--- config.mk ---
export PLATFORM = sky130hd
export DESIGN_NAME = uart_rx_param
export DESIGN_NICKNAME = d
export VERILOG_FILES = /design/src/rtl/uart_rx_param.sv
export SDC_FILE = /design/constraint.sdc
export NUM_CORES = 1
export LEC_CHECK = 0
export BUFFER_PORTS_ARGS = -buffer_cell sky130_fd_sc_hd__buf_4
export CAP_MARGIN = 20
export CORE_UTILIZATION = 40
export DETAILED_ROUTE_END_ITERATION = 10
export SLEW_MARGIN = 40
export SYNTH_ARGS = -nofsm -noshare
export SYNTH_HDL_FRONTEND = slang
export SYNTH_SLANG_ARGS = --single-unit
--- constraint.sdc ---
create_clock -name clk_uart -period 2.46 [get_ports clk_uart]
set_clock_uncertainty 0.15 [all_clocks]
set_input_delay 0.492 -clock clk_uart [delete_from_list [all_inputs] [get_ports clk_uart]]
set_output_delay 0.492 -clock clk_uart [all_outputs]
set_load 0.01 [all_outputs]
--- src/rtl/uart_rx_param.sv ---
// uart_rx_param: oversampled UART receiver with configurable data width, oversampling ratio,
// optional parity, majority-vote sampling, false-start rejection and frame/parity/overrun status.
`default_nettype none

module uart_rx_param #(
   parameter int DATA_W = 8,
   parameter int OVS    = 16
) (
   input  logic              clk_uart,
   input  logic              rst_n,
   input  logic              rxd,
   input  logic              ren,
   input  logic              parity_en,
   input  logic              parity_odd,
   input  logic              rxd_int_in,
   output logic [DATA_W-1:0] r_data,
   output logic              rxd_int,
   output logic              frame_err,
   output logic              parity_err,
   output logic              overrun
);

   localparam int TW = $clog2(OVS);
   localparam int BW = (DATA_W > 1) ? $clog2(DATA_W) : 1;

   localparam logic [TW-1:0] T_S0   = TW'(OVS/2 - 1);
   localparam logic [TW-1:0] T_S1   = TW'(OVS/2);
   localparam logic [TW-1:0] T_DEC  = TW'(OVS/2 + 1);
   localparam logic [TW-1:0] T_LAST = TW'(OVS - 1);
   localparam logic [BW-1:0] B_LAST = BW'(DATA_W - 1);

   typedef enum logic [2:0] {
      IDLE  = 3'd0,
      START = 3'd1,
      DATA  = 3'd2,
      PAR   = 3'd3,
      STOP  = 3'd4
   } state_t;

   state_t            state;
   logic              sync1;
   logic              rxs;
   logic              rxs_prev;
   logic [TW-1:0]     tick;
   logic [BW-1:0]     bit_cnt;
   logic [DATA_W-1:0] shift;
   logic              s0;
   logic              s1;
   logic              par_bad;
   logic              rx_done;

   logic              maj;
   logic              decide;
   logic              fall;

   // Two-flop synchroniser plus the previous sample for falling-edge detection.
   always_ff @(posedge clk_uart or negedge rst_n) begin
      if (!rst_n) begin
         sync1    <= 1'b1;
         rxs      <= 1'b1;
         rxs_prev <= 1'b1;
      end else begin
         sync1    <= rxd;
         rxs      <= sync1;
         rxs_prev <= rxs;
      end
   end

   // Third vote is the live sample at the decision tick.
   assign maj    = (s0 & s1) | (s0 & rxs) | (s1 & rxs);
   assign decide = (tick == T_DEC);
   assign fall   = rxs_prev & ~rxs;

   always_ff @(posedge clk_uart or negedge rst_n) begin
      if (!rst_n) begin
         state      <= IDLE;
         tick       <= '0;
         bit_cnt    <= '0;
         shift      <= '0;
         s0         <= 1'b0;
         s1         <= 1'b0;
         par_bad    <= 1'b0;
         rx_done    <= 1'b0;
         r_data     <= '0;
         frame_err  <= 1'b0;
         parity_err <= 1'b0;
         overrun    <= 1'b0;
      end else begin
         rx_done <= 1'b0;
         if (state != IDLE) begin
            tick <= (tick == T_LAST) ? '0 : tick + 1'b1;
            if (tick == T_S0) s0 <= rxs;
            if (tick == T_S1) s1 <= rxs;
         end
         if (!ren) begin
            state <= IDLE;
         end else begin
            case (state)
               IDLE: begin
                  if (fall) begin
                     state <= START;
                     tick  <= '0;
                  end
               end
               START: begin
                  if (decide && maj) begin
                     state <= IDLE;
                  end else if (tick == T_LAST) begin
                     state   <= DATA;
                     bit_cnt <= '0;
                  end
               end
               DATA: begin
                  if (decide) shift <= {maj, shift[DATA_W-1:1]};
                  if (tick == T_LAST) begin
                     if (bit_cnt == B_LAST) state <= parity_en ? PAR : STOP;
                     else bit_cnt <= bit_cnt + 1'b1;
                  end
               end
               PAR: begin
                  if (decide) par_bad <= ((^shift) ^ maj) != parity_odd;
                  if (tick == T_LAST) state <= STOP;
               end
               STOP: begin
                  // Complete at mid stop bit so back-to-back frames resynchronise.
                  if (decide) begin
                     state <= IDLE;
                     if (!rxd_int_in) begin
                        r_data     <= shift;
                        frame_err  <= ~maj;
                        parity_err <= parity_en & par_bad;
                        overrun    <= 1'b0;
                        rx_done    <= 1'b1;
                     end else begin
                        overrun    <= 1'b1;
                     end
                  end
               end
               default: state <= IDLE;
            endcase
         end
      end
   end

   assign rxd_int = rxd_int_in | rx_done;

endmodule

`default_nettype wire

==> flow_summary.yaml, run 1 <==
worst_setup_path:
  arrival_ns: 2.07
  startpoint_type: "register"
  setup.worst_path.start: "tick[1]"
  endpoint_kind: "register"
  worstPathMaxFanout: 13
  critPathKind: "reg2reg"
  reg2reg_from: "tick[1]"
  crit_required_ns: 2.48
sta:
  finalSetupViolCount: 0
  maxSlewHeadroom_pct: 70.28
  whs_ns: -0.003405
  worstMarginPinSlew_ns: 0.4458
  rsz0062_at_grt: "no"
  tns_ns: 0
  hold_viol_final: 5
  layout_min_cycle_time_ns: 2.053
  fmax_ghz: 0.4870
  min_period_over_period_pct: 83.46
  slew_viol_final: 0
  final.setup.worst_slack_ns: 0.4068
placed_design:
  pre_cts_slack_ns: 0.4511
  place_hpwl_um: 2142
  portBuffers: 18
  place_area_um2: 1928
  place_congestion: 0.8083
clock_tree:
  post_cts_buffers: 0
  clock-sinks: 36
  cts_buffers: 5
  clk_latency_ns: 0.28
  cts-root-buf: "clkbuf_8"
  htreeDepth: 2
  hold_buffers: 0
  clk_pin_slew_ns: 0.07
  clock_path_buffers: 2
  cts.repair.resized: 0
  cts_tree: "built"
cells_and_area:
  drive_gt1_share_pct: 32.14
  num_antenna_cells: 0
  syn_to_final_growth_pct: 13.53
  final_area_um2: 2006
  mostFrequentLayoutCell: "dfrtp_1"
  final_cell_mix: "33 x dfrtp_1, 20 x buf_4, 14 x mux2_2, 10 x inv_1, 8 x o21ai_0"
  nets: 180
synth:
  synth_edf_count: 0
  ys_warn_count: 0
  yosysTopAreaCellShare_pct: 46.74
  synthFlopType: "dfrtp_1"
  synth_fa_ha_area_share_pct: 4.178
  async_flop_share_pct: 100.0
  synth-simple-area-share_pct: 11.97
  synth-seq-cells: 36
  yosysUniqueCellTypes: 43
  synth_top_family_by_area: "multiplexers"
  syn-num-nets: 158
  yosysTopAreaCell: "dfrtp_1"
  syn-cell-area_um2: 1767
  avgSynthCellArea_um2: 12.10
  ys_seq_area_share_pct: 51.20
  yosys-top-cells-area: "dfrtp_1 47%, mux2_2 8.9%, dfstp_2 4.5%, mux2_4 4.2%, ha_1 3.5%"
  syn_inst: 146
  synth_compound_gate_area_share_pct: 9.065
  synthMuxAreaShare_pct: 13.81
  synth_xor_area_share_pct: 4.745
hold_path:
  hold_class: "in2async"
route:
  drcViolationCount: 0
  vias: 1125
  antenna_left: 0
  wl_per_cell_um: 14.29
  drt_iter0_drc: 44
  vias_per_cell: 5.161
  drt_wl_total_um: 3116
  firstDrtPassIters: 4
die:
  pin_count: 19
  core.rowCount: 23
  die-area_um2: 4687
  die_h_um: 68.46
  initial_utilization_pct: 42.93
  die_w_um: 68.46
  core_area_um2: 4115
status:
  violations: "hold timing"
  status: "complete, but fails checks"
grt:
  antenna_found_initial: 0
  grt_overflow: 0
  grtUsageTotal_pct: 15.68
  grt_max_degree: 37
  grt_pass1_vias: 1139
  grt_pass1_wl_um: 5154
run:
  drv_cap: 0
power:
  vdd_ir_drop_max_v: 0.0003750
  power_w: 0.001323
  leakagePower_nw: 0.9800
  p_per_area_nw_per_um2: 659.6
## report_power, final
group          internal (W)  switching [W]  total, W
Combinational      0.000109       0.000122  0.000231
Sequential         0.000644      0.0000566  0.000701
Clock              0.000192       0.000199  0.000392
Total              0.000945       0.000378   0.00132
## path summary, 6_finish.rpt
| kind | to | slack [ns] | cells after the start |
|---|---|---|---|
| worst min-delay path | r_data[5] | -0.003 | 1 |
| max in group asynchronous | rxs | 1.81 | 1 |
| worst max register to register | r_data[1] | 0.41 | 6 |
| worst min register to register | rxs | 0.21 | 0 |
| min in group clk_uart | sync1 | 0.16 | 1 |
| worst max-delay path | r_data[1] | 0.41 | 6 |
## cell usage after synthesis (2+ instances only)
| cell | number |
|---|---|
| a21oi_1 | 6 |
| and2_1 | 2 |
| and3_1 | 2 |
| buf_6 | 2 |
| dfrtp_1 | 33 |
| dfstp_2 | 3 |
| ha_1 | 5 |
| inv_1 | 10 |
| mux2_2 | 14 |
| mux2_4 | 5 |
| nand2_1 | 4 |
| nand2b_1 | 4 |
| nand3_1 | 6 |
| nor2_1 | 6 |
| nor3_1 | 3 |
| o21ai_0 | 8 |
| or2_2 | 2 |
| xnor2_1 | 6 |
## critical path, stage by stage, from the launching register on
cell and delay, ns:
dfrtp_1 0.39, inv_1 0.10, ha_1 0.14, and3b_1 0.33
and4b_1 0.25, buf_4 0.23, mux2_2 0.35
## cell type report
class / instances / area, um^2
Tap cell: 50 / 62.56
Fill cell: 379 / 2110
Sequential cell: 36 / 904.6
Multi-Input combinational cell: 95 / 773.2
Timing Repair Buffer: 20 / 150.1
Clock buffer: 6 / 72.57
Inverter: 10 / 37.54
Clock inverter: 1 / 5.005
## layer usage
layer | routed length, um | track usage (%) | vias up
li1 | - | - | 552
met1 | 1451 | 18.37 | 543
met2 | 1473 | 25.00 | 21
met3 | 119 | 5.667 | 9
met4 | 71 | 8.073 | 0
met5 | 0 | 0 | -
## metrics by stage
step	hold WS [ns]	util [%]	cells
finish	-0.003405	48.74	218
floorplan	0.04641	-	146
global route	0.03393	48.74	218
CTS	0.01814	48.74	218
detailed placement	0.1972	46.85	211
global placement	0.1965	46.85	211
## flip-flops by register name, summed over array words and instances, names as in the netlist
register and flops:
rx_done 1, rxs 1, state 3, bit_cnt 3, parity_err 1, shift 8, s1 1, rxs_prev 1
r_data 8, overrun 1, frame_err 1, sync1 1, tick 4, par_bad 1, s0 1
## logic make-up after synthesis
kind of cell | Yosys count
XOR/XNOR | 8
buffers and inverters | 15
flip-flops | 36
AO/OA/AOI/OAI | 24
adder cells (fa/ha/maj) | 6
multiplexers | 20
AND/OR/NAND/NOR | 37
(Power assumes the default switching activity.)
==> run 2: changes to the inputs <==
==> constraint.sdc (replaced) <==
create_clock -name clk_uart -period 1.7 [get_ports clk_uart]
set_clock_uncertainty 0.15 [all_clocks]
set_input_delay 0.34 -clock clk_uart [delete_from_list [all_inputs] [get_ports clk_uart]]
set_output_delay 0.34 -clock clk_uart [all_outputs]
set_load 0.01 [all_outputs]
==> flow_summary.yaml, run 2 (synthesis results as in run 1) <==
route:
  drt_iter0_drc: 57
  drcViolationCount: 0
  firstDrtPassIters: 5
  vias_per_cell: 5.145
  antenna_left: 0
  drt_wl_total_um: 3747
  wl_per_cell_um: 15.05
  vias: 1281
hold_path:
  hold_class: "in2reg"
clock_tree:
  cts-root-buf: "clkbuf_8"
  clock-sinks: 36
  clock_path_buffers: 2
  clk_latency_ns: 0.29
  cts_tree: "built"
  cts_buffers: 5
  htreeDepth: 2
  clk_pin_slew_ns: 0.07
die:
  pin_count: 19
  initial_utilization_pct: 42.93
  core.rowCount: 23
  core_area_um2: 4115
  die-area_um2: 4687
  die_h_um: 68.46
  die_w_um: 68.46
sta:
  worstMarginPinSlew_ns: 0.4474
  whs_ns: 0.1457
  min_period_over_period_pct: 109.5
  finalSetupViolCount: 25
  slew_viol_final: 0
  maxSlewHeadroom_pct: 70.17
  fmax_ghz: 0.5371
  final.setup.worst_slack_ns: -0.1617
  hold_viol_final: 0
  layout_min_cycle_time_ns: 1.862
  rsz0062_at_grt: "yes"
grt:
  grt_max_degree: 37
  antenna_found_initial: 0
  grt_pass1_wl_um: 5733
  grtUsageTotal_pct: 17.45
  grt_pass1_vias: 1246
  grt_overflow: 0
worst_setup_path:
  worstPathMaxFanout: 6
  arrival_ns: 1.89
  worstPathCellList: "inv_2 > ha_2 > and3b_2 > and4b_2 > buf_12 > mux2_4"
  worst_path_max_delay_cell: "dfrtp_1"
  cp_num_buf_inv: 2
  crit_required_ns: 1.73
  critPathKind: "reg2reg"
  startpoint_type: "register"
  crit_family: "simple AND/OR/NAND/NOR gates"
  cpPeakStageDelay_ns: 0.40
  endpoint_kind: "register"
placed_design:
  place_hpwl_um: 2480
  portBuffers: 18
  place_congestion: 0.8244
  dp.cells: 229
run:
  drv_cap: 0
cells_and_area:
  drive_gt1_share_pct: 52.26
  multiInputGateArea_um2: 900.9
  regArea_um2: 904.6
  fin_cells: 249
  num_antenna_cells: 0
  syn_to_final_growth_pct: 38.03
  nets: 210
  final_cell_mix: "43 x buf_4, 33 x dfrtp_1, 11 x mux2_2, 9 x inv_1, 9 x mux2_4"
  nFillCells: 334
  mostFrequentLayoutCell: "buf_4"
  top_regs: "r_data: 8 flops, shift: 8 flops, tick: 4 flops"
power:
  leakagePower_nw: 1.165
  vdd_ir_drop_max_v: 0.0005994
  p_per_area_nw_per_um2: 963.4
  power_w: 0.002349
status:
  status: "complete, but fails checks"
  violations: "setup timing"
run 2: path summary, 6_finish.rpt:
check | start | end | slack, ns | cells after the start
setup / recovery | tick[1] | r_data[0] | -0.16 | 6
hold / removal | rxd_int_in | overrun | 0.15 | 2
setup reg to reg | tick[1] | r_data[0] | -0.16 | 6
hold reg to reg | sync1 | rxs | 0.20 | 0
max in group asynchronous | rst_n | sync1 | 0.66 | 2
min in group asynchronous | rst_n | r_data[5] | 0.39 | 2
run 2: layout make-up:
class,instances,share of cell area (%)
Inverter,10,1.539
Clock buffer,5,2.822
Tap cell,50,2.565
Multi-Input combinational cell,95,36.94
Clock inverter,3,1.744
Timing Repair Buffer,50,17.29
Sequential cell,36,37.10
run 2: report_power, final:
group	switching, W	internal, W	leakage (nW)	total, W
Clock	0.000305	0.000434	0.0541	0.000739
Sequential	0.0000593	0.000932	0.475	0.000992
Combinational	0.000286	0.000333	0.636	0.000619
Total	0.000650	0.00170	1.16	0.00235
run 2: repair_timing:
item / CTS / global route
resized for setup: 10 / 15
pin swaps: 8 / 3
cloned: 0 / 1
hold endpoints to repair: 34 / 0
setup buffers: 5 / 4
hold buffers: 2 / 0
setup endpoints to repair: 23 / 27
run 2: per-layer routing:
layer	part of all wire (%)	wire length (um)	global-route usage, %
met5	0	0	0
met2	47	1760	28.31
met4	1.5	55	7.031
met1	48	1817	21.63
met3	3.0	114	5.000
run 2: through the flow:
| stage | util [%] | worst slack, ns | cell area (um^2) | TNS (ns) |
|---|---|---|---|---|
| floorplan | - | -0.1396 | 1794 | -1.033 |
| global placement | 51.11 | -0.1768 | 2103 | -2.485 |
| detailed placement | 51.11 | -0.1880 | 2103 | -3.402 |
| CTS | 56.34 | -0.1798 | 2318 | -2.082 |
| global route | 59.26 | -0.2268 | 2439 | -4.877 |
| finish | 59.26 | -0.1617 | 2439 | -3.439 |
==> run 3: changes to the inputs <==
--- a/config.mk
+++ b/config.mk
@@ -9,6 +9,7 @@
 export CAP_MARGIN = 20
 export CORE_UTILIZATION = 40
 export DETAILED_ROUTE_END_ITERATION = 10
+export MAX_ROUTING_LAYER = met4
 export SLEW_MARGIN = 40
 export SYNTH_ARGS = -nofsm -noshare
 export SYNTH_HDL_FRONTEND = slang
==> flow_summary.yaml, run 3 (synthesis results as in run 1) <==
status:
  violations: "setup timing"
  status: "complete, but fails checks"
die:
  core.rowCount: 23
  core_area_um2: 4115
  die-area_um2: 4687
  die_h_um: 68.46
  die_w_um: 68.46
  pin_count: 19
  initial_utilization_pct: 42.93
placed_design:
  place_area_um2: 2103
  place_congestion: 0.8369
  portBuffers: 18
  place_hpwl_um: 2480
cells_and_area:
  top_regs: "r_data: 8 flops, shift: 8 flops, tick: 4 flops"
  nets: 210
  final_area_um2: 2439
  syn_to_final_growth_pct: 38.03
  num_antenna_cells: 0
  final_cell_mix: "43 x buf_4, 33 x dfrtp_1, 11 x mux2_2, 9 x inv_1, 9 x mux2_4"
  drive_gt1_share_pct: 52.26
  mostFrequentLayoutCell: "buf_4"
sta:
  final.setup.worst_slack_ns: -0.1644
  rsz0062_at_grt: "yes"
  slew_viol_final: 0
  min_period_over_period_pct: 109.7
  layout_min_cycle_time_ns: 1.864
  hold_viol_final: 0
  finalSetupViolCount: 25
  tns_ns: -3.460
  maxSlewHeadroom_pct: 70.18
  fmax_ghz: 0.5364
  worstMarginPinSlew_ns: 0.4473
grt:
  grt_pass1_vias: 1242
  grt_pass1_wl_um: 5733
  grt_overflow: 0
  antenna_found_initial: 0
  grtUsageTotal_pct: 17.95
  grt_max_degree: 37
clock_tree:
  clk_pin_slew_ns: 0.07
  cts_tree: "built"
  cts_buffers: 5
  clk_latency_ns: 0.29
  cts-root-buf: "clkbuf_8"
  clock-sinks: 36
  htreeDepth: 2
  clock_path_buffers: 2
power:
  power_w: 0.002351
  p_per_area_nw_per_um2: 964.1
  vdd_ir_drop_max_v: 0.0005991
  leakagePower_nw: 1.165
worst_setup_path:
  r2r_slack_ns: -0.16
  crit_required_ns: 1.73
  startpoint_type: "register"
  worstPathMaxFanout: 6
  critPathKind: "reg2reg"
  endpoint_kind: "register"
  arrival_ns: 1.89
route:
  vias: 1286
  drcViolationCount: 0
  firstDrtPassIters: 5
  vias_per_cell: 5.165
  drt_wl_total_um: 3753
  drt_iter0_drc: 61
  wl_per_cell_um: 15.07
  antenna_left: 0
hold_path:
  hold_class: "in2reg"
run:
  drv_cap: 0
[run 3: where the power goes]
| group | internal (W) | switching [W] | leakage, nW |
|---|---|---|---|
| Clock | 0.000434 | 0.000307 | 0.0541 |
| Combinational | 0.000333 | 0.000286 | 0.636 |
| Sequential | 0.000932 | 0.0000594 | 0.475 |
| Total | 0.00170 | 0.000652 | 1.16 |
[run 3: path summary, 6_finish.rpt]
path | start | endpoint | cells past startpoint
min in group asynchronous | rst_n | r_data[5] | 2
max reg2reg | tick[1] | r_data[1] | 6
max | tick[1] | r_data[1] | 6
min reg2reg | sync1 | rxs | 0
min | rxd_int_in | overrun | 2
max in group asynchronous | rst_n | sync1 | 2
[run 3: critical path: stages (launching register included)]
cell     delay (ns)
dfrtp_1        0.40
inv_2          0.07
ha_2           0.14
and3b_2        0.23
and4b_2        0.32
buf_12         0.15
mux2_4         0.29
[run 3: what timing repair did]
item / CTS / global route
setup buffers: 5 / 4
cloned: 0 / 1
endpoints found under the setup margin: 23 / 27
hold buffers: 2 / 0
pin swaps: 8 / 3
gates resized for setup: 10 / 15
endpoints found under the hold margin: 34 / 0
[run 3: area by class of cell]
type	count	area, um^2
tap	50	62.56
fill	334	1677
timing repair buffer	50	421.7
inverter	10	37.54
clock buffer	5	68.82
sequential	36	904.6
multi-input combinational	95	900.9
clock inverter	3	42.54
[run 3: layer usage]
layer,GRT usage [%],vias to the layer above,wire length [um]
li1,-,620,-
met1,21.63,636,1795
met2,28.31,24,1783
met3,5.000,6,118
met4,7.031,0,55
met5,-,-,0
[run 3: per-stage QoR]
stage | hold WS (ns) | utilization [%] | instances | setup slack (ns)
2_1_floorplan | -0.1056 | - | 146 | -0.1396
3_3_place_gp | 0.1694 | 51.11 | 229 | -0.1768
3_5_place_dp | 0.1818 | 51.11 | 229 | -0.1880
4_1_cts | 0.1452 | 56.34 | 244 | -0.1798
5_1_grt | 0.1375 | 59.26 | 249 | -0.2268
6_report | 0.1448 | 59.26 | 249 | -0.1644
